[config.mk]
export PLATFORM = sky130hd
export DESIGN_NAME = irq_timer
export DESIGN_NICKNAME = d
export VERILOG_FILES = /design/src/rtl/irq_timer.sv
export SDC_FILE = /design/constraint.sdc
export NUM_CORES = 1
export LEC_CHECK = 0
export CAP_MARGIN = 20
export CORE_AREA = 5 5 113 83
export CTS_CLUSTER_SIZE = 14
export DETAILED_ROUTE_END_ITERATION = 12
export DIE_AREA = 0 0 118 88
export PLACE_DENSITY = 0.75
export SLEW_MARGIN = 20
export SYNTH_ARGS = -nofsm -noshare
export SYNTH_HDL_FRONTEND = slang
export SYNTH_SLANG_ARGS = --single-unit
[constraint.sdc]
create_clock -name clk -period 4.1 [get_ports clk]
set_clock_uncertainty 0.2 [all_clocks]
set_input_delay 0.82 -clock clk [delete_from_list [all_inputs] [get_ports clk]]
set_output_delay 0.82 -clock clk [all_outputs]
set_load 0.05 [all_outputs]
[src/rtl/irq_timer.sv]
`timescale 1ns/1ps
`default_nettype none
// ============================================================================
//  Module      : irq_timer
//  Description : 32-bit down-counting interrupt timer with a small register
//                file (CTRL / PRESET / COUNT). Supports one-shot and
//                auto-reload modes and a maskable interrupt request.
//  Revision    : 1.0 - initial release
// ============================================================================
module irq_timer #(
    parameter logic [31:0] DEFAULT_PRESET = 32'd0
) (
    input  logic        clk,
    input  logic        reset,
    input  logic        we,
    input  logic [1:0]  addr,
    input  logic [31:0] wdata,
    output logic [31:0] rdata,
    output logic        irq
);

    localparam logic [1:0] c_ADDR_CTRL   = 2'd0;
    localparam logic [1:0] c_ADDR_PRESET = 2'd1;
    localparam logic [1:0] c_ADDR_COUNT  = 2'd2;
    localparam logic [1:0] c_MODE_AUTO   = 2'b01;

    typedef enum logic [1:0] {
        IDLE = 2'd0,
        LOAD = 2'd1,
        CNT  = 2'd2,
        INT  = 2'd3
    } state_t;

    state_t      r_state;
    logic        r_en;
    logic [1:0]  r_mode;
    logic        r_im;
    logic [31:0] r_preset;
    logic [31:0] r_count;
    logic        r_irq_flag;

    state_t      w_state_nxt;
    logic        w_en_nxt;
    logic [1:0]  w_mode_nxt;
    logic        w_im_nxt;
    logic [31:0] w_preset_nxt;
    logic [31:0] w_count_nxt;
    logic        w_irq_flag_nxt;
    logic        w_auto;
    logic        w_unused_wdata;

    // Only MODE 01 reloads; every other encoding behaves as one-shot.
    assign w_auto         = (r_mode == c_MODE_AUTO);
    assign w_unused_wdata = ^wdata[31:4];

    // Register all timer state; reset acts immediately, independent of clk.
    always_ff @(posedge clk or negedge reset) begin
        if (!reset) begin
            r_state    <= IDLE;
            r_en       <= 1'b0;
            r_mode     <= 2'b00;
            r_im       <= 1'b0;
            r_preset   <= DEFAULT_PRESET;
            r_count    <= 32'd0;
            r_irq_flag <= 1'b0;
        end else begin
            r_state    <= w_state_nxt;
            r_en       <= w_en_nxt;
            r_mode     <= w_mode_nxt;
            r_im       <= w_im_nxt;
            r_preset   <= w_preset_nxt;
            r_count    <= w_count_nxt;
            r_irq_flag <= w_irq_flag_nxt;
        end
    end

    // Next-state logic: FSM updates first, CPU writes applied last so they win.
    always_comb begin
        w_state_nxt    = r_state;
        w_en_nxt       = r_en;
        w_mode_nxt     = r_mode;
        w_im_nxt       = r_im;
        w_preset_nxt   = r_preset;
        w_count_nxt    = r_count;
        w_irq_flag_nxt = r_irq_flag;

        case (r_state)
            IDLE: begin
                if (r_en) begin
                    w_state_nxt = LOAD;
                end
            end
            LOAD: begin
                // Uses the registered PRESET, so a same-edge write lands next time.
                w_count_nxt = r_preset;
                w_state_nxt = CNT;
            end
            CNT: begin
                if (!r_en) begin
                    w_state_nxt = IDLE;
                end else if (r_count > 32'd1) begin
                    w_count_nxt = r_count - 32'd1;
                end else begin
                    // Covers PRESET 0 and 1 alike; never wraps below zero.
                    w_count_nxt    = 32'd0;
                    w_irq_flag_nxt = 1'b1;
                    w_state_nxt    = INT;
                end
            end
            INT: begin
                if (w_auto) begin
                    w_irq_flag_nxt = 1'b0;
                end else begin
                    w_en_nxt = 1'b0;
                end
                w_state_nxt = IDLE;
            end
            default: begin
                w_state_nxt = IDLE;
            end
        endcase

        if (we) begin
            case (addr)
                c_ADDR_CTRL: begin
                    w_en_nxt       = wdata[0];
                    w_mode_nxt     = wdata[2:1];
                    w_im_nxt       = wdata[3];
                    w_irq_flag_nxt = 1'b0;
                end
                c_ADDR_PRESET: begin
                    w_preset_nxt = wdata;
                end
                default: begin
                    // COUNT and the reserved word are read-only.
                end
            endcase
        end
    end

    // Combinational register read-back.
    always_comb begin
        rdata = 32'd0;
        case (addr)
            c_ADDR_CTRL:   rdata = {28'd0, r_im, r_mode, r_en};
            c_ADDR_PRESET: rdata = r_preset;
            c_ADDR_COUNT:  rdata = r_count;
            default:       rdata = 32'd0;
        endcase
    end

    assign irq = r_im & r_irq_flag;

endmodule
`default_nettype wire

After elaboration in Yosys (flattened, before gate mapping)
Index checks and enable logic that the tools add are counted.
{"block": "classes", "add_sub_neg": 1, "order_cmp": 1, "eq_ne": 9, "mux": 18, "n_bitwise": 1, "n_reduce_logical": 7}
{"cell": "32-bit case mux with 3 select lines", "count": 1}
{"cell": "32-bit 2-to-1 mux", "count": 2}
{"cell": "32-bit case mux with 2 select lines", "count": 1}
{"cell": "32-bit by 1-bit > comparator with 1-bit output (second input constant)", "count": 1}
{"cell": "32-bit by 1-bit subtractor with 32-bit output (second input constant)", "count": 1}
{"cell": "1-bit 2-to-1 mux", "count": 9}
{"cell": "2-bit case mux with 4 select lines", "count": 1}
{"cell": "2-bit AND reduction", "count": 4}
{"cell": "2-bit by 1-bit equality test with 1-bit output (second input constant)", "count": 3}
{"cell": "2-bit equality test (second input constant)", "count": 3}
{"cell": "2-bit 2-to-1 mux", "count": 3}
{"cell": "2-bit logical NOT", "count": 2}
{"cell": "2-bit inequality test (second input constant)", "count": 2}
{"cell": "3-bit inequality test (second input constant)", "count": 1}
{"cell": "1-bit case mux with 2 select lines", "count": 1}
{"cell": "2-bit nonzero test", "count": 1}
{"cell": "1-bit AND", "count": 1}
{"block": "word_totals", "register_bits": 71, "in_bits": 37, "out_inout_bits": 33}

Longest topological paths before layout
{"block": "depth", "depth_word": 6, "depth_mapped": 8}

Worst setup path after synthesis
Ideal clock, no wire load.
{"block": "synth_timing", "path_kind": "in2out", "start": "in addr[1]", "end": "out rdata[10]", "t_arrival_ns": 2.286, "required_time_ns": 3.080, "setup_slack_ns": 0.794, "stages": 5, "path_cell_list": "clkbuf_1 > nor2b_1 > clkbuf_1 > clkbuf_1 > a22o_1"}
{"block": "synth_via", "elab_chain_len": 2, "elab_cells_between_ends": 4}
{"item": "start: declaration", "line_no": "16", "source": "input logic [1:0] addr,"}
{"item": "2-bit equality test (tied with other cells)", "line_no": "144", "source": "case (addr)"}
{"item": "32-bit case mux with 3 select lines *", "line_no": "144"}
{"item": "end: declaration", "line_no": "18", "source": "output logic [31:0] rdata,"}
Every way passes the cells marked *; elsewhere a longest branch is shown, timed or not.

Worst setup path in the final report
{"block": "layout_timing", "start": "in addr[1]", "end": "out rdata[0]"}
Same word-level chain as after synthesis.

==> key figures <==
Floorplan
  – Die height: 88 µm
  – Initial core utilization: between 40% and 50%
  – FP Rows: 28
  – Die ar.: 10380 µm²
  – Core area: 8198 µm²
  – Die width: between 100 and 150 µm
  – # IOs: 70

Global route
  – GR Util met1: 30.54%
  – Met3 usage: under 10%
  – Gr busiest metal: met2
  – Met2 Use GR: between 30% and 40%
  – Overflow after GRT: 0
  – Overall Global Routing Usage: 22.12%
  – Initial antenna violation count: 0
  – Vias in the first global route: 3516
  – Wire length of the first global-routing pass: between 15000 and 20000 µm
  – Largest net degree at the start of global routing: 35

Place
  – GP Congestion: approximately 0.9
  – PortBufs: between 60 and 70
  – Dpl hpwl: 8078 µm

Cells and area
  – Area of the multi-input gates: just over 2000 µm²
  – Area Growth Syn to Fin: 35.68%
  – Final core occ: around two thirds
  – NumNets Final: around 490
  – ANT cells: 0
  – Commonest non-fill, non-tap cell in the layout: dfrtp_1
  – Most frequent cells in the layout: 71 x dfrtp_1, 36 x clkdlybuf4s50_1, 35 x mux2_2
  – Share of cells above drive strength 1: approximately a quarter
  – Reg area: 1777 µm²
  – Fill count: 648

Synthesis
  – Syn Inst Count: a little under 400
  – Seq cells post-synth: 71
  – Synth top area cells: dfrtp_1 44%, mux2_2 9.9%, a22o_1 7.0%, nand2_1 2.3%, nand3_1 2.1%
  – Mapped cell area: roughly 4000 µm²
  – Post-synthesis sequential area ratio: 44.49%
  – Post-synth top area share: roughly 44%
  – Syn Area/Cell: approximately 10 µm²
  – Async set or reset register ratio after synthesis: 100.0%
  – Syn Nets: 428
  – Top FF cell, synth: dfrtp_1
  – Dominant cell type by area after synthesis: dfrtp_1
  – Yosys warnings: 0
  – Number of flops mapped to enable cells by yosys: 0
  – Synth cell types: 56

Clocking
  – Worst-case clock buffer depth: 2
  – CTS root buffer: clkbuf_16
  – Clk slew on worst S/H paths: 0.06 ns
  – Htree depth: 3
  – Post-CTS sizing: 0
  – CTS tree: yes
  – Clk_lat worst skew: 0.34 ns
  – Hold-fix buffers, CTS: 0
  – Post-CTS setup buffer count: 0
  – Clock sinks: 71
  – CTS buffer count: 9

Worst setup path
  – Reg2reg setup slack: 1.00 ns
  – Worst R2R Start: r_count[19]$_DFFE_PN0P_
  – Worst EP arrival: 2.35 ns
  – Critical Path RT: 3.08 ns
  – CP Max Fanout: 19
  – FF-to-FF End: r_count[3]$_DFFE_PN0P_
  – Startpoint Class: primary input
  – CP Capture Type: primary output
  – Setup Crit Path Kind: primary input to primary output
  – Worst-case reg-to-reg path depth: 6

Timing
  – Setup Total Neg Slack: 0 ns
  – Max-slew violations: 0
  – Final min period: 3.372 ns
  – RSZ-0062 raised after global routing: no
  – Relative slew slack: 45.79%
  – Worst slew pin tran: 0.8131 ns
  – Count of final setup violators: 0
  – Final Hold Vio Count: 0
  – Period utilization: ~80%
  – Fmax: 0.2965 GHz

Hold path
  – Hold Path Class: primary input to asynchronous set/reset pin

Routing
  – DRC Markers: 0
  – Detail Route Antenna Nets: 0
  – Initial DRC count: 256
  – Vias: 3597
  – Vias per cell: 6.378
  – DRT Pass-1 Iters: 5
  – DRT Wirelength: 11170 µm
  – DR WL/cell: between 15 and 20 µm

Run status
  – Status: complete, no violations

Power
  – Leak pwr: 2.173 nW
  – Worst VDD drop: approximately 0.0003 V
  – PwrDens: 672.8 nW/µm²

Run
  – Max-Cap Viols: 0
==> per-layer routing <==
metal  part of all wire, %  up-vias
met5                     0        -
met4                   1.2        0
met3                   8.0       19
met2                    45      195
met1                    45     1735
li1                      -     1648
==> logic make-up after synthesis <==
kind of cell / share of synthesized area (%)
AOI/OAI and AO/OA: 23.40
and+or+nand+nor: 16.26
DFF: 44.49
muxes: 11.12
buffers and inverters: 4.104
adders and majority gates: 0.6265
==> stage by stage <==
| stage | cell area (µm²) | power [mW] | worst slack, ns | cells | hold WS, ns |
|---|---|---|---|---|---|
| final | 5419 | 3.646 | 0.7276 | 564 | 0.3207 |
| after CTS | 5419 | 3.642 | 0.7367 | 564 | 0.3185 |
| after global placement | 5110 | 2.771 | 0.7745 | 548 | 0.3015 |
| after floorplan | 3994 | 2.215 | 0.7936 | 389 | 0.2730 |
| after global routing | 5419 | 3.844 | 0.6345 | 564 | 0.3429 |
| after detailed placement | 5110 | 2.832 | 0.7527 | 548 | 0.3062 |
==> sequential cells by signal, summed over array words and instances (netlist names) <==
signal	count
r_count	32
r_en	1
r_im	1
r_irq_flag	1
r_mode	2
r_preset	32
r_state	2
==> area by class of cell <==
type                            count  share of cell area (%)
Tap cell                          105                   2.424
Sequential cell                    71                   32.79
Inverter                           10                  0.6927
Multi-Input combinational cell    280                   38.03
Clock inverter                      5                   1.039
Clock buffer                       11                   4.664
Timing Repair Buffer               82                   20.36
==> critical path: stages <==
cell and delay, ns:
clkdlybuf4s50_1 0.59, nor2b_2 0.23, buf_4 0.26, nand2_1 0.07
o21ai_0 0.18, buf_12 0.19
==> report_power, final <==
part / internal (mW) / switching (mW)
clock: 0.503 / 0.297
sequential: 0.920 / 0.343
combinational: 0.698 / 0.885
total: 2.12 / 1.53
==> worst max-delay path by stage <==
stage,endpoint,slack (ns),startpoint,depth (start not counted)
finish,rdata[0],0.73,addr[1],6
global route,rdata[23],0.63,addr[1],5
detailed placement,rdata[24],0.75,addr[1],5
global placement,rdata[14],0.77,addr[1],5
CTS,rdata[14],0.74,addr[1],5
floorplan,rdata[10],0.79,addr[1],5
==> synth_stat cells (all sizes together) (2+ instances only) <==
cell	instances
dfrtp	71
mux2	35
a22o	32
nand2	24
clkbuf	21
nand3	17
o21ai	17
nor2	15
a21oi	13
a22oi	11
o311ai	11
inv	10
nor3	9
o211ai	9
nand4	8
nor4	8
or3	8
buf	7
a32oi	6
mux2i	5
nor2b	5
o22ai	5
or4	4
nand2b	3
o2bb2ai	3
o31ai	3
a31oi	2
and3	2
ha	2
nor3b	2
o21a	2
o31a	2
o41ai	2
or2	2
Power figures use the tool's default switching activity.
